**src/rtl/dot_matrix_sequencer.sv**
```systemverilog
// Row-scan driver for an LED dot-matrix: scans ROWS lines continuously, fetches glyph rows
// from an external combinational ROM and sequences glyphs in step/hold/scroll/blank modes.
module dot_matrix_sequencer #(
    parameter int ROWS          = 16,
    parameter int COLS          = 16,
    parameter int NUM_GLYPHS    = 3,
    parameter int DWELL_FRAMES  = 32,
    parameter int SCROLL_FRAMES = 4,
    localparam int RW = $clog2(ROWS),
    localparam int GW = (NUM_GLYPHS > 1) ? $clog2(NUM_GLYPHS) : 1
) (
    input  logic            clk,
    input  logic            rst,
    input  logic [1:0]      mode,
    input  logic            pause,
    output logic [GW-1:0]   rom_glyph,
    output logic [RW-1:0]   rom_row,
    input  logic [COLS-1:0] rom_data,
    output logic [RW-1:0]   keyc,
    output logic [COLS-1:0] keyr,
    output logic [GW-1:0]   glyph_idx,
    output logic            frame_tick
);

    localparam int DCW = $clog2(DWELL_FRAMES + 1);
    localparam int SCW = $clog2(SCROLL_FRAMES + 1);
    localparam logic [RW:0] ROWS_L = (RW+1)'(ROWS);

    typedef enum logic [1:0] {
        M_STEP   = 2'b00,
        M_HOLD   = 2'b01,
        M_SCROLL = 2'b10,
        M_BLANK  = 2'b11
    } mode_t;

    mode_t          act, act_nxt;
    logic [RW-1:0]  row, row_nxt;
    logic [RW-1:0]  offset, offset_nxt;
    logic [GW-1:0]  glyph, glyph_nxt;
    logic [DCW-1:0] dwell, dwell_nxt;
    logic [SCW-1:0] scnt, scnt_nxt;
    logic           frame_end;
    logic [GW-1:0]  glyph_succ;
    logic [RW:0]    src;

    assign frame_end  = (row == RW'(ROWS - 1));
    assign glyph_succ = (glyph == GW'(NUM_GLYPHS - 1)) ? '0 : glyph + GW'(1);
    // One extra bit so row+offset can run past the bottom of the current glyph.
    assign src        = {1'b0, row} + {1'b0, offset};
    assign glyph_idx  = glyph;

    always_comb begin
        rom_glyph = glyph;
        rom_row   = row;
        if (act == M_SCROLL) begin
            if (src < ROWS_L) begin
                rom_row = src[RW-1:0];
            end else begin
                rom_glyph = glyph_succ;
                rom_row   = RW'(src - ROWS_L);
            end
        end
    end

    always_comb begin
        row_nxt    = frame_end ? '0 : row + RW'(1);
        act_nxt    = act;
        glyph_nxt  = glyph;
        offset_nxt = offset;
        dwell_nxt  = dwell;
        scnt_nxt   = scnt;
        if (frame_end) begin
            // A mode change restarts the timing of the new mode but keeps the glyph on screen.
            if (mode_t'(mode) != act) begin
                act_nxt    = mode_t'(mode);
                dwell_nxt  = '0;
                scnt_nxt   = '0;
                offset_nxt = '0;
            end else if (!pause) begin
                case (act)
                    M_STEP: begin
                        if (dwell == DCW'(DWELL_FRAMES - 1)) begin
                            dwell_nxt = '0;
                            glyph_nxt = glyph_succ;
                        end else begin
                            dwell_nxt = dwell + DCW'(1);
                        end
                    end
                    M_SCROLL: begin
                        if (scnt == SCW'(SCROLL_FRAMES - 1)) begin
                            scnt_nxt = '0;
                            if (offset == RW'(ROWS - 1)) begin
                                offset_nxt = '0;
                                glyph_nxt  = glyph_succ;
                            end else begin
                                offset_nxt = offset + RW'(1);
                            end
                        end else begin
                            scnt_nxt = scnt + SCW'(1);
                        end
                    end
                    default: ;
                endcase
            end
        end
    end

    // Output stage: keyc/keyr trail the ROM address by one cycle.
    always_ff @(posedge clk) begin
        if (rst) begin
            act        <= M_STEP;
            row        <= '0;
            offset     <= '0;
            glyph      <= '0;
            dwell      <= '0;
            scnt       <= '0;
            keyc       <= '0;
            keyr       <= '1;
            frame_tick <= 1'b0;
        end else begin
            act        <= act_nxt;
            row        <= row_nxt;
            offset     <= offset_nxt;
            glyph      <= glyph_nxt;
            dwell      <= dwell_nxt;
            scnt       <= scnt_nxt;
            keyc       <= row;
            keyr       <= (act == M_BLANK) ? '1 : rom_data;
            frame_tick <= frame_end;
        end
    end

endmodule

```
**config.mk**
```make
export PLATFORM = sky130hd
export DESIGN_NAME = dot_matrix_sequencer
export DESIGN_NICKNAME = d
export VERILOG_FILES = /design/src/rtl/dot_matrix_sequencer.sv
export SDC_FILE = /design/constraint.sdc
export NUM_CORES = 1
export LEC_CHECK = 0
export ABC_AREA = 1
export BUFFER_PORTS_ARGS = -buffer_cell sky130_fd_sc_hd__buf_2
export CORE_MARGIN = 2
export CORE_UTILIZATION = 52
export DETAILED_ROUTE_END_ITERATION = 6
export PLACE_DENSITY_LB_ADDON = 0.15
export SYNTH_ARGS = -nofsm -noshare
export SYNTH_HDL_FRONTEND = slang
export SYNTH_SLANG_ARGS = --single-unit
```
**constraint.sdc**
```tcl
create_clock -name clk -period 2.3 [get_ports clk]
set_input_delay 0.46 -clock clk [delete_from_list [all_inputs] [get_ports clk]]
set_output_delay 0.46 -clock clk [all_outputs]
set_load 0.005 [all_outputs]
```
== Word-level counts from Yosys, hierarchy flattened ==
Cells that the tools add are included.

* Flip-flop bits (word level): 42
* Bits of input ports: 21
* Output and inout port bits: 29
* Logic and storage cells: 65

* Add/sub/neg operators: 7
* Magnitude comparators: 1
* Eq/ne operators: 12
* Mux-type cells: 22
* Bitwise gates (word level): 2
* Reduce and logical (&&, ||, !) cells: 12

{| class="wikitable"
|+ Operators by type and width
! cell !! count
|-
| $mux W4 || 7
|-
| $mux W6 || 4
|-
| $mux W2 || 6
|-
| $mux W3 || 4
|-
| $add A4 B1 Y4 const B || 2
|-
| $eq A4 B4 Y1 const B || 2
|-
| $reduce_bool A2 Y1 || 4
|-
| $reduce_and A7 Y1 || 1
|-
| $add A6 B1 Y6 const B || 1
|-
| $eq A2 B2 Y1 const B || 3
|-
| $eq A6 B5 Y1 const B || 1
|-
| $ne A2 B1 Y1 const B || 3
|-
| $reduce_and A3 Y1 || 2
|-
| $add A4 B4 Y5 || 1
|-
| $lt A5 B5 Y1 const B || 1
|-
| $pmux W2 S2 || 1
|-
| $reduce_and A4 Y1 || 1
|-
| $reduce_or A2 Y1 || 2
|-
| $sub A4 B1 Y4 const B || 1
|-
| $add A3 B1 Y3 const B || 1
|-
| $eq A3 B2 Y1 const B || 1
|-
| $add A2 B1 Y2 const B || 1
|-
| $logic_not A2 Y1 || 1
|-
| $ne A2 B2 Y1 || 1
|-
| 3 further kinds || 4
|}

== Depth between registers and ports, before layout ==
* Depth in word-level cells: 6
* Depth in mapped cells: 11
* Depth with buffers taken out: 10

== Least setup slack after synthesis ==
No wires, ideal clock.

* Kind: register to output
* From: reg offset[0]
* To: out rom_glyph[0]
* Data arrival time: 1556 ps
* Required time: 1840 ps
* Slack: 284 ps
* Stages on the path, launching flop included: 10
* Path buffers: 0
* Cells stage by stage: dfxtp_1 ha_1 inv_1 fa_1 inv_1 nand2_1 nand2_1 a21oi_1 or2_1 o21ai_1

* Word-level cells in the longest chain between the ends: 4

{| class="wikitable"
|+ Ends and longest elaborated chain
! element !! line !! text
|-
| from (decl) || 38 || <nowiki>logic [RW-1:0] offset, offset_nxt;</nowiki>
|-
| from (signal assigned) || 123 || <nowiki>offset <= offset_nxt;</nowiki>
|-
| $add A4 B4 Y5 || 49 || <nowiki>assign src = {1'b0, row} + {1'b0, offset};</nowiki>
|-
| $lt A5 B5 Y1 || 56 || <nowiki>if (src < ROWS_L) begin</nowiki>
|-
| $mux W2 || 56 ||
|-
| $mux W2 || 55 || <nowiki>if (act == M_SCROLL) begin</nowiki>
|-
| to (decl) || 16 || <nowiki>output logic [GW-1:0] rom_glyph,</nowiki>
|}

No other way between the ends.

== Worst setup path in the final report ==
* From: reg row[0]
* To: out rom_glyph[1]

* Word-level cells in the longest chain between the ends: 4

{| class="wikitable"
|+ Ends and longest elaborated chain
! element !! line !! text
|-
| from (decl) || 37 || <nowiki>logic [RW-1:0] row, row_nxt;</nowiki>
|-
| from (signal assigned) || 122 || <nowiki>row <= row_nxt;</nowiki>
|-
| $add A4 B4 Y5 || 49 ||
|-
| $lt A5 B5 Y1 || 56 ||
|-
| $mux W2 || 56 ||
|-
| $mux W2 || 55 ||
|}

No other way between the ends.

==> qor.csv <==
stage,metric,value,unit
pwr,p_leak,1.266,nW
synthesis,synthTopCellsByArea,"dfxtp_1, nand2_1, inv_1, nor2_1, ha_1",
pwr,p_per_area,588.9,mW/mm²
finish,finalNonFillerCells,379,
worst_setup_path,worst-endpoint-arrival,1.92,ns
sta,hold_viol,0,
grt,grt_max_degree,17,
worst_setup_path,required,1.84,ns
die,die_y,65.17,µm
worst_setup_path,crit_path_end_kind,primary output,
drt,drc_errors,0,
cts,cts_tree,done,
die,row_count,22,
cts,clk_latency,0.29,ns
die,coreArea,0.003633,mm²
finish,finalNetCount,360,
synthesis,synth_cell_types,29,
synthesis,netlist.area_leader.share,43.22,%
synthesis,ys_seq_elements,42,
drt,vias,1764,
pwr,peakVddDrop,0.5506,mV
hold_path,holdPathStages,3,
sta,fmax,419.5,MHz
sta,rsz0062_at_grt,yes,
synthesis,synth_fp_nets,299,
synthesis,synth.most_common_cell,nand2_1,
placed_design,place_inst,367,
placed_design,hpwl,2874,µm
worst_setup_path,worstSetupPathType,reg -> out,
worst_setup_path,worstRegToRegCells,9,
drt,drt_iter0_drc,48,
placed_design,placed_cell_area,0.002262,mm²
synthesis,syn-instance-count,269,
sta,relSlewSlack,61.59,%
synthesis,synth_top_flop_cell,dfxtp_1,
status,outcome,"finished, violations left",
cts,cts_sinks,42,
sta,drv_slew,0,
sta,min_period,2.384,ns
cts,ctsHoldBuffers,0,
synthesis,syn_avg_cell_area,7.233,µm²
cts,htree_levels,2,
cts,clockBufferDepth,2,
hold_path,min_path_type,in -> reg,
cts,cts_buffers,5,
synthesis,yosys-top-cells-count,"nand2_1, inv_1, dfxtp_1",
grt,first_global_vias,1503,
drt,totalWireLength,3866,µm
placed_design,port-buffer-count,49,
sta,setup_viol,2,
synthesis,synth_edf_count,0,
finish,fin_area,0.002449,mm²
worst_setup_path,crit_path_start_kind,flip-flop,
sta,fin_hold_ws,0.3358,ns
sta,finClkSkew,0.002528,ns
finish,diodes,0,
job,timing.max_cap.violations,0,
die,io-pin-count,50,
drt,viasPerCell,4.654,
die,die_w,65.17,µm
cts,cts-root-buf,clkbuf_8,
synthesis,synth_top_area_cell,dfxtp_1,
grt,grt_pass1_wl,6299,µm
placed_design,gp_congestion,0.7609,
cts,clkTransAtPathRegs,0.08,ns
synthesis,ys_warn_count,0,
finish,drive_gt1_share,29.61,%
grt,antenna_found_initial,0,
drt,avgRoutedWirePerCell,10.20,µm
grt,gr-total-overflow,0,
sta,worst_slack,-0.08361,ns
drt,detail-route-antenna-nets,0,
die,dieArea,0.004247,mm²
status,violations,negative setup slack,
die,start_util,53.55,%
synthesis,seq_area_frac_synth,43.22,%
finish,area_growth,25.85,%
pwr,totalPowerFinal,1.442,mW
drt,drtPass1Iterations,4,
sta,worstMarginPinSlew,0.5702,ns
sta,finalCritPeriodShare,103.6,%
worst_setup_path,path_max_fanout,4,
grt,grt_util_all_layers,18.99,%
finish,fill_cells,339,
synthesis,synth-async-reset-ratio,0,%
synthesis,netlist_area,0.001946,mm²
## layer usage
metal,GRT usage [%],share of wire (%)
met5,0,0
met3,5.137,3.6
met2,31.76,47
met4,6.250,1.4
met1,23.70,48
## worst paths after layout
kind | start | endpoint | slack (ns)
max | row[0] | rom_glyph[1] | -0.08
max reg2reg | row[0] | dwell[1] | 0.58
min | rom_data[0] | keyr[0] | 0.34
min reg2reg | scnt[2] | scnt[2] | 0.47
## logic make-up (layout without fill, tap and decap cells)
logic type	after synthesis	in the layout	share of synthesized area (%)
DFF	42	42	43.22
AOI/OAI and AO/OA	26	26	6.945
and+or+nand+nor	133	133	31.13
adders and majority gates	9	9	6.174
buffers and inverters	56	118	11.19
xor gates and xnor gates	3	3	1.351
## cell usage in the layout (no fill, tap or decap), types with 2 or more instances in the layout
| cell type | n |
|---|---|
| buf_4 | 8 |
| a21oi_1 | 10 |
| nand2_2 | 7 |
| ha_1 | 7 |
| clkinv_1 | 2 |
| o22ai_1 | 2 |
| clkbuf_8 | 5 |
| nand3_2 | 2 |
| nand4_1 | 3 |
| dfxtp_1 | 38 |
| dfxtp_2 | 3 |
| nand3_1 | 14 |
| o21ai_1 | 5 |
| o21ai_0 | 5 |
| nor2_1 | 37 |
| o21ai_2 | 2 |
| buf_2 | 49 |
| nand2_1 | 61 |
| xor2_1 | 2 |
| inv_2 | 8 |
| inv_1 | 43 |
| nand2_4 | 3 |
## what timing repair did
action / in CTS / in global routing
resized for setup: 8 / 9
endpoints found under the setup margin: 2 / 3
gates cloned: 0 / 0
pin swaps: 2 / 5
buffers inserted: 3 / 2
## where the power goes
part	internal (mW)	switching, mW	total (mW)	leakage (nW)
clock	0.324	0.251	0.575	0.0514
combinational	0.0495	0.0605	0.110	0.869
sequential	0.748	0.00935	0.757	0.346
total	1.12	0.321	1.44	1.27
## flip-flops by register name, summed over array words and instances (netlist names)
| register | cells |
|---|---|
| glyph_idx | 2 |
| scnt | 3 |
| keyc | 4 |
| offset | 4 |
| frame_tick | 1 |
| row | 4 |
| dwell | 6 |
| keyr | 16 |
| act | 2 |
## stage by stage
stage | setup WS (ns) | TNS [ns] | utilization, %
floorplan | 0.2844 | 0 | -
global placement | 0.2030 | 0 | 62.26
detailed placement | 0.1430 | 0 | 62.26
CTS | -0.09472 | -0.1855 | 66.46
global route | -0.1721 | -0.3342 | 67.39
finish | -0.08361 | -0.1626 | 67.39
## critical path, cell delays in order (launching register included)
cell	delay [ns]
dfxtp_2	0.36
ha_4	0.14
inv_2	0.03
fa_2	0.36
inv_1	0.06
nand2_1	0.06
nand2_1	0.08
a21oi_2	0.05
or2_4	0.26
nand2_2	0.07
o21ai_2	0.04
buf_2	0.12
## final cells by class
cell class                 count  area, µm²  share of cell area [%]
tap                           48      60.06                   2.453
multi-input combinational    171      925.9                   37.81
clock inverter                 2      37.54                   1.533
inverter                      53      198.9                   8.125
sequential                    42      848.3                   34.64
clock buffer                   6      72.57                   2.964
timing repair buffer          57      305.3                   12.47
(Power assumes the default switching activity.)
